## config.mk

```make
export PLATFORM = sky130hd
export DESIGN_NAME = uart_cmd_sequencer_flat
export DESIGN_NICKNAME = d
export VERILOG_FILES = /design/src/rtl/uart_cmd_pkg.sv /design/src/rtl/uart_cmd_if.sv /design/src/rtl/cmd_timeout_timer.sv /design/src/rtl/uart_cmd_sequencer.sv /design/src/flat_wrapper.sv
export SDC_FILE = /design/constraint.sdc
export NUM_CORES = 1
export LEC_CHECK = 0
export BUFFER_PORTS_ARGS = -buffer_cell sky130_fd_sc_hd__buf_2
export CAP_MARGIN = 5
export CORE_ASPECT_RATIO = 1.1
export CORE_MARGIN = 4
export CORE_UTILIZATION = 53
export CTS_BUF_LIST = sky130_fd_sc_hd__clkbuf_4 sky130_fd_sc_hd__clkbuf_8
export CTS_CLUSTER_SIZE = 10
export DETAILED_ROUTE_END_ITERATION = 16
export PLACE_DENSITY = 0.85
export SYNTH_ARGS = -nofsm -noshare
export SYNTH_HDL_FRONTEND = slang
export SYNTH_SLANG_ARGS = --single-unit
export TNS_END_PERCENT = 1
```

## constraint.sdc

```tcl
create_clock -name CLK50MHz -period 2.1 [get_ports CLK50MHz]
set_clock_uncertainty 0.2 [all_clocks]
set_input_delay 0.42 -clock CLK50MHz [delete_from_list [all_inputs] [get_ports CLK50MHz]]
set_output_delay 0.42 -clock CLK50MHz [all_outputs]
set_load 0.02 [all_outputs]
```

## src/rtl/uart_cmd_pkg.sv

```systemverilog
// Shared definitions for the UART command sequencer: FSM state encoding,
// default frame marker, frame byte layout and the frame checksum.
package uart_cmd_pkg;

  typedef enum logic [2:0] {
    ST_IDLE     = 3'd0,
    ST_GET_ADDR = 3'd1,
    ST_GET_DATA = 3'd2,
    ST_GET_CHK  = 3'd3,
    ST_WRITE    = 3'd4
  } state_t;

  localparam logic [7:0] SYNC_BYTE_DEFAULT = 8'hA5;

  localparam int unsigned FRAME_LEN      = 4;
  localparam int unsigned FRAME_POS_SYNC = 0;
  localparam int unsigned FRAME_POS_ADDR = 1;
  localparam int unsigned FRAME_POS_DATA = 2;
  localparam int unsigned FRAME_POS_CHK  = 3;

  function automatic logic [7:0] frame_chk(input logic [7:0] sync,
                                           input logic [7:0] addr,
                                           input logic [7:0] data);
    return sync ^ addr ^ data;
  endfunction

endpackage

```

## src/rtl/uart_cmd_if.sv

```systemverilog
// Byte stream from the UART receiver, register-bank write port and status
// counters of the command sequencer.
interface uart_cmd_if;
  logic [7:0] RX_DATA;
  logic       RX_VALID;
  logic       RX_PERR;
  logic [1:0] REG_ADDR;
  logic [7:0] REG_WDATA;
  logic       REG_WE;
  logic       REG_ACK;
  logic       BUSY;
  logic [7:0] CMD_COUNT;
  logic [7:0] ERR_COUNT;

  modport master (
    input  RX_DATA, RX_VALID, RX_PERR, REG_ACK,
    output REG_ADDR, REG_WDATA, REG_WE, BUSY, CMD_COUNT, ERR_COUNT
  );

  modport slave (
    output RX_DATA, RX_VALID, RX_PERR, REG_ACK,
    input  REG_ADDR, REG_WDATA, REG_WE, BUSY, CMD_COUNT, ERR_COUNT
  );
endinterface

```

## src/rtl/cmd_timeout_timer.sv

```systemverilog
// Inter-byte timeout: down-counter reloaded by clear, expired is raised on the
// TIMEOUT_CYCLES-th enabled cycle after the last clear.
module cmd_timeout_timer #(
  parameter int unsigned TIMEOUT_CYCLES = 500000
) (
  input  logic CLK50MHz,
  input  logic RESET,
  input  logic clear,
  input  logic enable,
  output logic expired
);

  localparam int unsigned W    = $clog2(TIMEOUT_CYCLES + 1);
  localparam logic [W-1:0] LOAD = W'(TIMEOUT_CYCLES - 1);

  logic [W-1:0] cnt;

  always_ff @(posedge CLK50MHz) begin
    if (RESET) begin
      cnt <= '0;
    end else if (clear) begin
      cnt <= LOAD;
    end else if (enable && (cnt != '0)) begin
      cnt <= cnt - W'(1);
    end
  end

  // Only meaningful while enabled; the FSM always clears on the byte that enters a GET state.
  assign expired = enable && (cnt == '0);

endmodule

```

## src/rtl/uart_cmd_sequencer.sv

```systemverilog
// Receives SYNC/ADDR/DATA/CHK frames from a UART and turns each valid frame
// into one acknowledged register write, counting completed and rejected frames.
//
// state       | meaning
// ST_IDLE     | hunting for SYNC_BYTE, other bytes silently dropped
// ST_GET_ADDR | waiting for the address byte
// ST_GET_DATA | waiting for the data byte
// ST_GET_CHK  | waiting for the checksum byte
// ST_WRITE    | REG_WE held until REG_ACK, no timeout
module uart_cmd_sequencer
  import uart_cmd_pkg::*;
#(
  parameter int unsigned TIMEOUT_CYCLES = 500000,
  parameter logic [7:0]  SYNC_BYTE      = SYNC_BYTE_DEFAULT
) (
  input  logic       CLK50MHz,
  input  logic       RESET,
  uart_cmd_if.master bus
);

  state_t     state;
  logic [1:0] addr_q;
  logic [7:0] data_q;
  logic       in_get;
  logic       timer_expired;
  logic       addr_bad;
  logic       chk_ok;
  logic       err_event;

  assign in_get   = (state == ST_GET_ADDR) || (state == ST_GET_DATA) || (state == ST_GET_CHK);
  assign addr_bad = (bus.RX_DATA[7:2] != 6'd0);
  assign chk_ok   = (bus.RX_DATA == frame_chk(SYNC_BYTE, {6'd0, addr_q}, data_q));

  cmd_timeout_timer #(
    .TIMEOUT_CYCLES(TIMEOUT_CYCLES)
  ) u_timer (
    .CLK50MHz(CLK50MHz),
    .RESET   (RESET),
    .clear   (bus.RX_VALID),
    .enable  (in_get),
    .expired (timer_expired)
  );

  // A strobed byte always wins over a coincident timeout; any number of
  // simultaneous error causes collapse into a single count.
  always_comb begin
    err_event = 1'b0;
    case (state)
      ST_GET_ADDR: err_event = bus.RX_VALID ? (bus.RX_PERR || addr_bad) : timer_expired;
      ST_GET_DATA: err_event = bus.RX_VALID ? bus.RX_PERR : timer_expired;
      ST_GET_CHK:  err_event = bus.RX_VALID ? (bus.RX_PERR || !chk_ok) : timer_expired;
      ST_WRITE:    err_event = bus.RX_VALID;
      default:     err_event = 1'b0;
    endcase
  end

  always_ff @(posedge CLK50MHz) begin
    if (RESET) begin
      state         <= ST_IDLE;
      addr_q        <= '0;
      data_q        <= '0;
      bus.REG_ADDR  <= '0;
      bus.REG_WDATA <= '0;
      bus.REG_WE    <= 1'b0;
      bus.BUSY      <= 1'b0;
      bus.CMD_COUNT <= '0;
      bus.ERR_COUNT <= '0;
    end else begin
      if (err_event && (bus.ERR_COUNT != 8'hFF)) begin
        bus.ERR_COUNT <= bus.ERR_COUNT + 8'd1;
      end

      case (state)
        ST_IDLE: begin
          if (bus.RX_VALID && !bus.RX_PERR && (bus.RX_DATA == SYNC_BYTE)) begin
            state    <= ST_GET_ADDR;
            bus.BUSY <= 1'b1;
          end
        end

        ST_GET_ADDR: begin
          if (bus.RX_VALID) begin
            if (!bus.RX_PERR && !addr_bad) begin
              addr_q <= bus.RX_DATA[1:0];
              state  <= ST_GET_DATA;
            end else begin
              state    <= ST_IDLE;
              bus.BUSY <= 1'b0;
            end
          end else if (timer_expired) begin
            state    <= ST_IDLE;
            bus.BUSY <= 1'b0;
          end
        end

        ST_GET_DATA: begin
          if (bus.RX_VALID) begin
            if (!bus.RX_PERR) begin
              data_q <= bus.RX_DATA;
              state  <= ST_GET_CHK;
            end else begin
              state    <= ST_IDLE;
              bus.BUSY <= 1'b0;
            end
          end else if (timer_expired) begin
            state    <= ST_IDLE;
            bus.BUSY <= 1'b0;
          end
        end

        ST_GET_CHK: begin
          if (bus.RX_VALID) begin
            if (!bus.RX_PERR && chk_ok) begin
              bus.REG_ADDR  <= addr_q;
              bus.REG_WDATA <= data_q;
              bus.REG_WE    <= 1'b1;
              state         <= ST_WRITE;
            end else begin
              state    <= ST_IDLE;
              bus.BUSY <= 1'b0;
            end
          end else if (timer_expired) begin
            state    <= ST_IDLE;
            bus.BUSY <= 1'b0;
          end
        end

        ST_WRITE: begin
          if (bus.REG_ACK) begin
            bus.REG_WE    <= 1'b0;
            bus.BUSY      <= 1'b0;
            bus.CMD_COUNT <= bus.CMD_COUNT + 8'd1;
            state         <= ST_IDLE;
          end
        end

        default: begin
          state      <= ST_IDLE;
          bus.BUSY   <= 1'b0;
          bus.REG_WE <= 1'b0;
        end
      endcase
    end
  end

endmodule

```

## src/flat_wrapper.sv

```systemverilog
// flat-port wrapper written by rule: the top's interface ports become plain ports
module uart_cmd_sequencer_flat import uart_cmd_pkg::*;
#(
  parameter int unsigned TIMEOUT_CYCLES = 500000,
  parameter logic [7:0]  SYNC_BYTE      = SYNC_BYTE_DEFAULT
)
  (CLK50MHz, RESET, bus_RX_DATA, bus_RX_VALID, bus_RX_PERR, bus_REG_ACK, bus_REG_ADDR, bus_REG_WDATA, bus_REG_WE, bus_BUSY, bus_CMD_COUNT, bus_ERR_COUNT);
  uart_cmd_if bus_i ();
  input  logic CLK50MHz;
  input  logic RESET;
  input wire logic [$bits(bus_i.RX_DATA)-1:0] bus_RX_DATA;
  input wire logic [$bits(bus_i.RX_VALID)-1:0] bus_RX_VALID;
  input wire logic [$bits(bus_i.RX_PERR)-1:0] bus_RX_PERR;
  input wire logic [$bits(bus_i.REG_ACK)-1:0] bus_REG_ACK;
  output wire logic [$bits(bus_i.REG_ADDR)-1:0] bus_REG_ADDR;
  output wire logic [$bits(bus_i.REG_WDATA)-1:0] bus_REG_WDATA;
  output wire logic [$bits(bus_i.REG_WE)-1:0] bus_REG_WE;
  output wire logic [$bits(bus_i.BUSY)-1:0] bus_BUSY;
  output wire logic [$bits(bus_i.CMD_COUNT)-1:0] bus_CMD_COUNT;
  output wire logic [$bits(bus_i.ERR_COUNT)-1:0] bus_ERR_COUNT;
  assign bus_i.RX_DATA = bus_RX_DATA;
  assign bus_i.RX_VALID = bus_RX_VALID;
  assign bus_i.RX_PERR = bus_RX_PERR;
  assign bus_i.REG_ACK = bus_REG_ACK;
  assign bus_REG_ADDR = bus_i.REG_ADDR;
  assign bus_REG_WDATA = bus_i.REG_WDATA;
  assign bus_REG_WE = bus_i.REG_WE;
  assign bus_BUSY = bus_i.BUSY;
  assign bus_CMD_COUNT = bus_i.CMD_COUNT;
  assign bus_ERR_COUNT = bus_i.ERR_COUNT;
  uart_cmd_sequencer #(.TIMEOUT_CYCLES(TIMEOUT_CYCLES), .SYNC_BYTE(SYNC_BYTE)) u_core (.CLK50MHz(CLK50MHz), .RESET(RESET), .bus(bus_i));
endmodule
```

==> impl_metrics.env <==
export IMPL_slew_viol_final=0
export IMPL_num_fill_cells=336
export IMPL_path_buf_inv=2
export IMPL_die_area_mm2=0.00664
export IMPL_pwr_share_comb_pct=8.7
export IMPL_crit_chain="inv_2 -> ha_4 -> nor4b_4 -> nand4_2 -> o41ai_4 -> o211ai_2 -> buf_6 -> or3_4 -> a21oi_2"
export IMPL_dieHeight_um=85.0
export IMPL_use_met2_pct=37.9
export IMPL_slowest_delay_ns=0.33
export IMPL_hold_viol=0
export IMPL_drt_iter0_markers=103
export IMPL_utilization_pct=73.9
export IMPL_synthCells=310
export IMPL_path_clk_slew_ns=0.06
export IMPL_cts_buffer_depth=2
export IMPL_antenna_left=0
export IMPL_fin_cells=469
export IMPL_drt_first_pass_iters=5
export IMPL_clockPowerShare_pct=39.0
export IMPL_ys_types=49
export IMPL_setup_tns_final_ns=-2.09
export IMPL_synth_area_per_cell_um2=9.23
export IMPL_fin_crit_sh_pct=108
export IMPL_coreArea_mm2=0.00510
export IMPL_p_sw_share_pct=23.6
export IMPL_grt_first_pass_wirelength_mm=11.6
export IMPL_fin_ws_ns=-0.168
export IMPL_vias=2554
export IMPL_crit_type="flip-flop to flip-flop"
export IMPL_track_usage_pct=21.6
export IMPL_p_int_mw=1.70
export IMPL_peakVddDrop_v=0.000552
export IMPL_cts_hold_buf=0
export IMPL_yosys_warnings=0
export IMPL_synth_edf_count=0
export IMPL_initial_utilization_pct=56.1
export IMPL_power_switching_mw=0.527
export IMPL_busiest_layer="met2"
export IMPL_first_global_vias=2618
export IMPL_cts_tree="done"
export IMPL_dieWidth_um=78.0
export IMPL_antenna_found_initial=0
export IMPL_wire_per_inst_um=14.9
export IMPL_seq_power_share_pct=52.3
export IMPL_vias_per_cell=5.45
export IMPL_synthArstFlopShare_pct=0
export IMPL_gr_total_overflow=0
export IMPL_status="complete, but fails checks"
export IMPL_port_buffers=40
export IMPL_period_minus_slack_ns=2.27
export IMPL_rsz0062_at_grt="true"
export IMPL_arrival_ns=2.33
export IMPL_grt_max_degree=26
export IMPL_dp_cells=455
export IMPL_place_hpwl_mm=4.72
export IMPL_synth_nets=327
export IMPL_violations="negative setup slack"
export IMPL_setup_violations_final=20
export IMPL_clock_latency_ns=0.34
export IMPL_yosysSeqAreaShare_pct=42.0
export IMPL_required_ns=2.17
export IMPL_nets=414
export IMPL_met1_usage_pct=24.9
export IMPL_p_per_area_mw_per_mm2=592
export IMPL_cp_start_kind="flip-flop"
export IMPL_ios=41
export IMPL_syn_to_final_growth_pct=31.8
export IMPL_crit_family="simple AND/OR/NAND/NOR gates"
export IMPL_max_cap_viol_count=0
export IMPL_synth_seq_cells=60
export IMPL_cp_max_fo=7
export IMPL_rows=27
export IMPL_syn_area_mm2=0.00286
export IMPL_diodes=0
export IMPL_fmax_mhz=441
export IMPL_root_buffer="clkbuf_8"
export IMPL_hold_class="primary input to flip-flop"
export IMPL_met3_usage_pct=4.99
export IMPL_power_leakage_nw=1.63
export IMPL_setup_worst_path_end_class="flip-flop"
export IMPL_numClockSinks=60
export IMPL_relSlewSlack_pct=67.3
export IMPL_gp_congestion=0.810
export IMPL_htreeDepth=3
export IMPL_slowest_stage="dfxtp_2"
export IMPL_drive_gt1_share_pct=35.8
export IMPL_post_route_drc_count=0
export IMPL_dpl_worst_slack_ns=-0.422
export IMPL_hold_ws_ns=0.219
export IMPL_wl_mm=6.98
export IMPL_synth_main_ff_cell="dfxtp_1"
export IMPL_cts_inserted_buffers=9
export IMPL_tightest_slew_ns=0.490
-- cells by family after synthesis --
| group | synth area share (%) |
|---|---|
| AO/OA/AOI/OAI | 8.88 |
| XOR/XNOR | 11.1 |
| adder cells (fa/ha/maj) | 1.75 |
| buffers and inverters | 4.07 |
| flip-flops | 42.0 |
| multiplexers | 8.40 |
| AND/OR/NAND/NOR | 23.8 |
-- final cells by class --
cell class | count | area (um2) | share of cell area (%)
clock buffer | 11 | 151 | 4.02
inverter | 7 | 26.3 | 0.697
multi-input combinational | 229 | 1720 | 45.5
sequential | 60 | 1200 | 32.0
tap | 72 | 90.1 | 2.39
timing repair buffer | 90 | 581 | 15.4
-- registers in the layout, indices dropped and copies added (netlist names) --
signal,cells
u_core.bus.ERR_COUNT,8
u_core.state,3
u_core.bus.REG_ADDR,2
u_core.data_q,8
u_core.addr_q,2
u_core.bus.CMD_COUNT,8
u_core.bus.REG_WDATA,8
u_core.u_timer.cnt,19
u_core.bus.BUSY,1
u_core.bus.REG_WE,1
-- tightest hold or removal path, delay by kind of cell --
| kind | cells | cell delay [ns] |
|---|---|---|
| buffers and inverters | 1 | 0.14 |
| multiplexers | 1 | 0.08 |
| AND/OR/NAND/NOR | 1 | 0.07 |
-- per-layer routing --
metal / routed length, um / share of wire, %
met1: 2950 / 42
met2: 3690 / 53
met3: 211 / 3.0
met4: 128 / 1.8
met5: 0 / 0
-- worst paths after layout --
kind / from / endpoint / slack (ns) / cells after the start
worst min register to register: u_core.bus.BUSY / u_core.bus.BUSY / 0.29 / 2
worst max-delay path: u_core.u_timer.cnt[0] / u_core.bus.ERR_COUNT[4] / -0.17 / 9
worst max register to register: u_core.u_timer.cnt[0] / u_core.bus.ERR_COUNT[4] / -0.17 / 9
worst min-delay path: bus_RX_DATA[7] / u_core.data_q[7] / 0.22 / 3
-- through the flow --
stage | power, mW | instance area (um2)
floorplan | 1.28 | 2870
global placement | 1.35 | 3420
detailed placement | 1.36 | 3420
CTS | 2.22 | 3650
global route | 2.32 | 3770
finish | 2.23 | 3770
-- power groups by stage --
| stage | registers (mW) | logic, mW | clock network (mW) |
|---|---|---|---|
| global route | 1.17 | 0.212 | 0.937 |
| global placement | 1.19 | 0.163 | 0 |
| CTS | 1.17 | 0.179 | 0.877 |
| floorplan | 1.19 | 0.0853 | 0 |
| detailed placement | 1.19 | 0.169 | 0 |
| finish | 1.17 | 0.194 | 0.870 |
-- what timing repair did --
action	CTS	global route
buffers inserted	3	0
endpoints found under the setup margin	21	32
pin swaps	13	9
gates resized for setup	19	24
-- cells in the final DEF (no fill, tap or decap), drive strengths merged, types with 4 or more instances in the layout --
cell type / instances
inv: 6
nand2b: 6
o21ai: 8
xor2: 16
nor3: 6
buf: 90
dfxtp: 60
mux2i: 24
or3: 8
or4: 7
ha: 4
nor4: 6
clkbuf: 11
nand2: 10
nand4: 6
nand3: 10
nor2: 57
a21oi: 19
and3: 4
xnor2: 15
-- cells in the mapped netlist, types with 5 or more instances --
master    count  share of area [%]
dfxtp_1      60                 42
xor2_1       16                4.9
nor3_1        5               0.87
clkbuf_1      5               0.66
xnor2_1      15                4.6
o21ai_0       7                1.2
nand3_1      10                1.7
a21oi_1      19                3.3
nand2_1      10                1.3
nand4_1       5                1.1
nand2b_1      6                1.3
nor2_1       57                7.5
or3_1         7                1.5
nor4_1        5                1.1
inv_1         6               0.79
mux2i_1      24                8.4
(Power assumes the default switching activity.)
